File: src/rtl/tri_host_if.sv
// Host-side driver for the triangle engine: queues descriptors, sends the three
// vertices, then collects the returned pixel stream into an 8x8 bitmap.
module tri_host_if #(
  parameter int unsigned DEPTH   = 4,
  parameter int unsigned TIMEOUT = 15
) (
  input  logic        clk,
  input  logic        rst,
  input  logic        cmd_valid,
  input  logic [17:0] cmd_data,
  output logic        cmd_ready,
  output logic        nt,
  output logic [2:0]  xi,
  output logic [2:0]  yi,
  input  logic        busy,
  input  logic        po,
  input  logic [2:0]  xo,
  input  logic [2:0]  yo,
  output logic [63:0] bitmap,
  output logic [6:0]  pix_cnt,
  output logic        tri_done,
  output logic        err,
  output logic [1:0]  err_code
);

  localparam int unsigned AW = $clog2(DEPTH);
  localparam int unsigned PW = AW + 1;
  localparam int unsigned CW = $clog2(TIMEOUT + 1);

  typedef enum logic [2:0] {
    S_IDLE, S_SEND1, S_SEND2, S_SEND3, S_WAIT_BUSY, S_COLLECT, S_DONE
  } state_t;

  state_t        r_state;
  logic [17:0]   r_mem [DEPTH];
  logic [PW-1:0] r_wptr, r_rptr;
  logic          r_cmd_ready;
  logic [11:0]   r_desc;
  logic          r_nt;
  logic [2:0]    r_xi, r_yi;
  logic [63:0]   r_bitmap;
  logic [6:0]    r_pix_cnt;
  logic          r_tri_done;
  logic          r_err;
  logic [1:0]    r_err_code;
  logic [CW-1:0] r_cnt;

  logic          w_empty, w_push, w_pop, w_full_nxt;
  logic [PW-1:0] w_wptr_nxt, w_rptr_nxt;
  logic [17:0]   w_head;
  logic [5:0]    w_pix_idx;
  logic          w_dup;
  logic [CW-1:0] w_cnt_inc;
  logic          w_timeout;
  logic          w_err_req;
  logic [1:0]    w_err_code;

  // FIFO bookkeeping; the extra pointer MSB separates full from empty
  always_comb begin
    w_empty    = (r_wptr == r_rptr);
    w_push     = cmd_valid && r_cmd_ready;
    w_pop      = (r_state == S_IDLE) && !w_empty && !busy;
    w_wptr_nxt = w_push ? r_wptr + PW'(1) : r_wptr;
    w_rptr_nxt = w_pop  ? r_rptr + PW'(1) : r_rptr;
    w_full_nxt = (w_wptr_nxt[AW] != w_rptr_nxt[AW]) &&
                 (w_wptr_nxt[AW-1:0] == w_rptr_nxt[AW-1:0]);
    w_head     = r_mem[r_rptr[AW-1:0]];
  end

  always_ff @(posedge clk) begin
    if (w_push) r_mem[r_wptr[AW-1:0]] <= cmd_data;
  end

  // Error sources; a timeout and a stray pixel can coincide, timeout reported then
  always_comb begin
    w_pix_idx  = {yo, xo};
    w_dup      = r_bitmap[w_pix_idx];
    w_cnt_inc  = r_cnt + CW'(1);
    w_timeout  = (r_state == S_WAIT_BUSY) && !busy && (w_cnt_inc == CW'(TIMEOUT));
    w_err_req  = 1'b0;
    w_err_code = 2'b00;
    if (po && (r_state != S_COLLECT)) begin
      w_err_req  = 1'b1;
      w_err_code = 2'b11;
    end else if (po && w_dup) begin
      w_err_req  = 1'b1;
      w_err_code = 2'b10;
    end
    if (w_timeout) begin
      w_err_req  = 1'b1;
      w_err_code = 2'b01;
    end
  end

  always_ff @(posedge clk or negedge rst) begin
    if (!rst) begin
      r_state     <= S_IDLE;
      r_wptr      <= '0;
      r_rptr      <= '0;
      r_cmd_ready <= 1'b1;
      r_desc      <= '0;
      r_nt        <= 1'b0;
      r_xi        <= '0;
      r_yi        <= '0;
      r_bitmap    <= '0;
      r_pix_cnt   <= '0;
      r_tri_done  <= 1'b0;
      r_err       <= 1'b0;
      r_err_code  <= '0;
      r_cnt       <= '0;
    end else begin
      r_wptr      <= w_wptr_nxt;
      r_rptr      <= w_rptr_nxt;
      r_cmd_ready <= !w_full_nxt;
      if (w_err_req && !r_err) begin
        r_err      <= 1'b1;
        r_err_code <= w_err_code;
      end
      case (r_state)
        S_IDLE: begin
          if (w_pop) begin
            r_desc    <= w_head[11:0];
            r_nt      <= 1'b1;
            r_xi      <= w_head[17:15];
            r_yi      <= w_head[14:12];
            r_bitmap  <= '0;
            r_pix_cnt <= '0;
            r_cnt     <= '0;
            r_state   <= S_SEND1;
          end
        end
        S_SEND1: begin
          r_nt    <= 1'b0;
          r_xi    <= r_desc[11:9];
          r_yi    <= r_desc[8:6];
          r_state <= S_SEND2;
        end
        S_SEND2: begin
          r_xi    <= r_desc[5:3];
          r_yi    <= r_desc[2:0];
          r_state <= S_SEND3;
        end
        S_SEND3: begin
          r_xi    <= '0;
          r_yi    <= '0;
          r_state <= S_WAIT_BUSY;
        end
        S_WAIT_BUSY: begin
          if (busy) begin
            r_state <= S_COLLECT;
          end else begin
            r_cnt <= w_cnt_inc;
            if (w_timeout) begin
              r_tri_done <= 1'b1;
              r_state    <= S_DONE;
            end
          end
        end
        S_COLLECT: begin
          // a pixel in the same cycle busy drops still belongs to this triangle
          if (po && !w_dup) begin
            r_bitmap[w_pix_idx] <= 1'b1;
            r_pix_cnt <= (r_pix_cnt == 7'd64) ? r_pix_cnt : r_pix_cnt + 7'd1;
          end
          if (!busy) begin
            r_tri_done <= 1'b1;
            r_state    <= S_DONE;
          end
        end
        S_DONE: begin
          r_tri_done <= 1'b0;
          r_state    <= S_IDLE;
        end
        default: r_state <= S_IDLE;
      endcase
    end
  end

  assign cmd_ready = r_cmd_ready;
  assign nt        = r_nt;
  assign xi        = r_xi;
  assign yi        = r_yi;
  assign bitmap    = r_bitmap;
  assign pix_cnt   = r_pix_cnt;
  assign tri_done  = r_tri_done;
  assign err       = r_err;
  assign err_code  = r_err_code;

endmodule

File: config.mk
export PLATFORM = sky130hd
export DESIGN_NAME = tri_host_if
export DESIGN_NICKNAME = d
export VERILOG_FILES = /design/src/rtl/tri_host_if.sv
export SDC_FILE = /design/constraint.sdc
export NUM_CORES = 1
export LEC_CHECK = 0
export BUFFER_PORTS_ARGS = -buffer_cell sky130_fd_sc_hd__buf_2
export CORE_ASPECT_RATIO = 0.6
export CORE_MARGIN = 2
export CORE_UTILIZATION = 35
export CTS_BUF_LIST = sky130_fd_sc_hd__clkbuf_8
export CTS_CLUSTER_SIZE = 30
export DETAILED_ROUTE_END_ITERATION = 6
export HOLD_SLACK_MARGIN = 0.02
export SYNTH_ARGS = -nofsm -noshare
export SYNTH_HDL_FRONTEND = slang
export SYNTH_SLANG_ARGS = --single-unit
File: constraint.sdc
create_clock -name clk -period 2.35 [get_ports clk]
set_input_delay 0.3525 -clock clk [delete_from_list [all_inputs] [get_ports clk]]
set_output_delay 0.3525 -clock clk [all_outputs]
set_load 0.05 [all_outputs]
==> summary.md <==
| Metric | Value |
|---|---|
| Crit path largest cell delay | `0.50 ns` |
| Most used cell, CP | `buf_4` |
| Fin crit period | `2.42 ns` |
| Worst slack, placed | `-0.434 ns` |
| Crit path launch type | `flop` |
| RSZ-0062 raised after global routing | `yes` |
| TritonCTS clock tree | `done` |
| Clock slew at reported path FFs | `approximately 0.11 ns` |
| Syn Nets | `688` |
| Initial drt markers | `approximately 600` |
| Period utilization | `1.03` |
| Die Span X | `204 um` |
| GRT Resource Usage Total | `0.189` |
| Total of max-cap violations | `0` |
| Antenna viol nets, final | `0` |
| Crit path DAT | `2.79 ns` |
| FP Rows | `43` |
| Most common cell after layout, fill and taps aside | `nand2_1` |
| Final WL | `between 20,000 and 25,000 um` |
| FF-to-FF setup slack | `-0.07 ns` |
| Status | `finished, violations left` |
| Full die area | `between 20,000 and 30,000 um2` |
| Final WS setup | `-0.0726 ns` |
| Slew Viols, Final | `0` |
| Crit-path leading delay family | `multiplexers` |
| Post-Syn Area | `8390 um2` |
| Final net count | `849` |
| Area grow syn2layout | `26.1%` |
| Xor/xnor share of the synthesized area | `0.0104` |
| Num CTS Buffers | `17` |
| Starting Density | `0.360` |
| Number of global-route vias before repair | `5,803` |
| Clock sinks | `180` |
| Register area share after synthesis | `0.580` |
| Clk network pwr share | `0.227` |
| Crit-path max FO | `7` |
| Synthesized instance count | `650` |
| Clk_skew | `0.0169 ns` |
| Mux share of post-synthesis cell area | `0.0923` |
| Total core area | `23,300 um2` |
| Sw Pwr | `3.91 mW` |
| Violated checks | `setup timing` |
| Main synth FF type | `dfrtp_1` |
| Vias per cell | `5.30` |
| Largest net degree at the start of global routing | `65` |
| Dpl cells | `about 1,100` |
| P_int | `approximately 6.2 mW` |
| Chip height | `approximately 120 um` |
| Syn_area_per_cell | `12.9 um2` |
| Hold Crit Depth | `1` |
| Maximum VDD drop | `~0.60 mV` |
| Drt pass-1 iters | `5` |
| Setup CP Type | `flop to flop` |
| Worst setup EP type | `flop` |
| FFs w/ async S/R, synth | `0.600` |
| Ratio of cells with drive above 1 in the final layout | `0.410` |
| Post-synthesis compound-gate area fraction | `0.142` |
| Max-slew headroom | `0.461` |
| Pwr dens | `~960 nW/um2` |
| Tot Pwr | `10.1 mW` |
| Critical Path, Cell by Cell | `mux4_2 > a32o_1 > nor3_2 > buf_4 > buf_4 > nand4_4 > a21bo_2 > mux2_2` |
| RePlAce Congestion | `0.859` |
| Initial antenna violation count | `1` |
| Switching share of total power | `0.387` |
| EDFF count, synth | `72` |
| FF+latch count, synth | `180` |
| Most frequent cells in the layout | `133 x nand2_1, 110 x buf_2, 95 x dfrtp_1, 72 x edfxtp_1, 70 x buf_4` |
| CP Depth | `8` |
| Vias post-DR | `~6,000` |
| First-pass GRT wire length | `around 35,000 um` |
| Hold WS | `just over 0.08 ns` |
| DR WL/cell | `just over 20 um` |
| Buffers on Ports | `111` |
| Combinational family with the most area after synthesis | `compound AO/OA/AOI/OAI gates` |
| Clock Latency Late Sink | `0.48 ns` |
| FF-to-FF path depth | `8` |
| Detail Placement HPWL | `roughly 16,000 um` |
| Comb pwr share | `0.365` |
| Final Hold Viols | `0` |
| Leakage | `4.83 nW` |
| CTS Buffer Depth | `2` |
| Achievable frequency | `roughly 0.41 GHz` |
| Worst Path Required | `between 2 and 3 ns` |
| Final setup violation count | `35` |
| Ports | `112` |
| Slew of the pin with the lowest slew margin | `0.807 ns` |
| Adder-Cell Fraction of Synth Area | `0.0134` |
| Final Non-Filler Cells | `1,140` |
| Drt drc | `0` |
| Flop pwr share | `0.408` |
| Hold Crit Class | `input port to flop` |
| GRT overflow | `0` |
| Worst Path Buf+Inv | `2` |
| Post-layout util | `0.454` |
| H-tree levels | `4` |
| Critical-path top delay cell | `mux4_2` |
| Clk root buf | `clkbuf_8` |
| Simple-Gate Fraction of Synth Area | `0.115` |
| Yosys cell types | `between 60 and 70` |
| YS warnings | `0` |
-- metal layers --
layer,global-route usage,wire [um],vias up
li1,-,-,2789
met1,0.301,12000,3047
met2,0.243,9520,183
met3,0.0542,1830,22
met4,0.0484,267,0
met5,0,0,-
-- power groups by stage --
stage | clock [mW] | combinational [mW] | sequential [mW]
2_1_floorplan | 0 | 2.11 | 4.47
3_3_place_gp | 0 | 3.49 | 4.18
3_5_place_dp | 0 | 3.51 | 4.18
4_1_cts | 2.35 | 3.56 | 4.12
5_1_grt | 2.47 | 4.05 | 4.18
6_report | 2.29 | 3.69 | 4.13
-- layout make-up --
type,count,area [um2]
Clock inverter,14,174
Clock buffer,18,248
Multi-Input combinational cell,402,3520
Tap cell,315,394
Sequential cell,180,4880
Fill cell,2123,12700
Inverter,17,63.8
Timing Repair Buffer,193,1290
Antenna cell,1,2.50
-- repair_timing --
item | CTS | global route
gates cloned | 0 | 1
hold buffers | 1 | 0
resized for setup | 14 | 42
endpoints found under the setup margin | 20 | 73
pin swaps | 0 | 17
setup buffers | 0 | 3
hold endpoints to repair | 23 | 0
-- cells in the mapped netlist (all sizes together) (4+ instances only) --
| master | instances | area (um2) |
|---|---|---|
| nor3 | 5 | 30.0 |
| clkbuf | 17 | 67.6 |
| nor2b | 5 | 31.3 |
| or3 | 7 | 43.8 |
| buf | 29 | 219 |
| mux4 | 28 | 631 |
| xor2 | 6 | 52.6 |
| a31oi | 7 | 50.1 |
| nand2b | 6 | 37.5 |
| a22oi | 5 | 37.5 |
| o21ai | 23 | 115 |
| o41ai | 64 | 741 |
| nand4 | 6 | 43.8 |
| inv | 15 | 56.3 |
| mux2i | 11 | 110 |
| a21oi | 5 | 25.0 |
| ha | 9 | 113 |
| xnor2 | 4 | 35.0 |
| nand3 | 11 | 55.1 |
| dfrtp | 107 | 2680 |
| and3 | 6 | 37.5 |
| dlygate4sd1 | 5 | 43.8 |
| edfxtp | 72 | 2160 |
| nand2 | 133 | 499 |
| nor2 | 14 | 55.1 |
-- kinds of logic after synthesis --
kind of cell,after synthesis
adders and majority gates,9
and+or+nand+nor,211
muxes,42
AOI/OAI and AO/OA,130
DFF,180
xor gates and xnor gates,10
buffers and inverters,68
-- path summary, 6_finish.rpt --
kind / from / endpoint
max: bitmap[7]$_DFFE_PN0P_ / pix_cnt[0]$_DFFE_PN0P_
min: cmd_data[17] / r_mem[0][17]$_DFFE_PP_
max reg2reg: bitmap[7]$_DFFE_PN0P_ / pix_cnt[0]$_DFFE_PN0P_
min reg2reg: xi[2]$_DFFE_PN0P_ / xi[2]$_DFFE_PN0P_
max in group asynchronous: rst / cmd_ready$_DFF_PN1_
min in group asynchronous: rst / bitmap[5]$_DFFE_PN0P_
-- sequential cells by signal, indices dropped and copies added (netlist names) --
| name | count |
|---|---|
| r_state | 3 |
| cmd_ready | 1 |
| err | 1 |
| xi | 3 |
| yi | 3 |
| err_code | 2 |
| bitmap | 64 |
| pix_cnt | 7 |
| r_mem | 72 |
| tri_done | 1 |
| r_rptr | 3 |
| r_cnt | 4 |
| r_wptr | 3 |
| r_desc | 12 |
| nt | 1 |
-- through the flow --
stage          setup TNS, ns  instance area (um2)
5_1_grt                -4.02                10600
3_5_place_dp          -20.66                 9680
4_1_cts               -0.130                10200
6_report               -1.03                10600
2_1_floorplan              0                 8410
3_3_place_gp          -16.89                 9680
No activity file was read; power rests on OpenSTA's default activity.
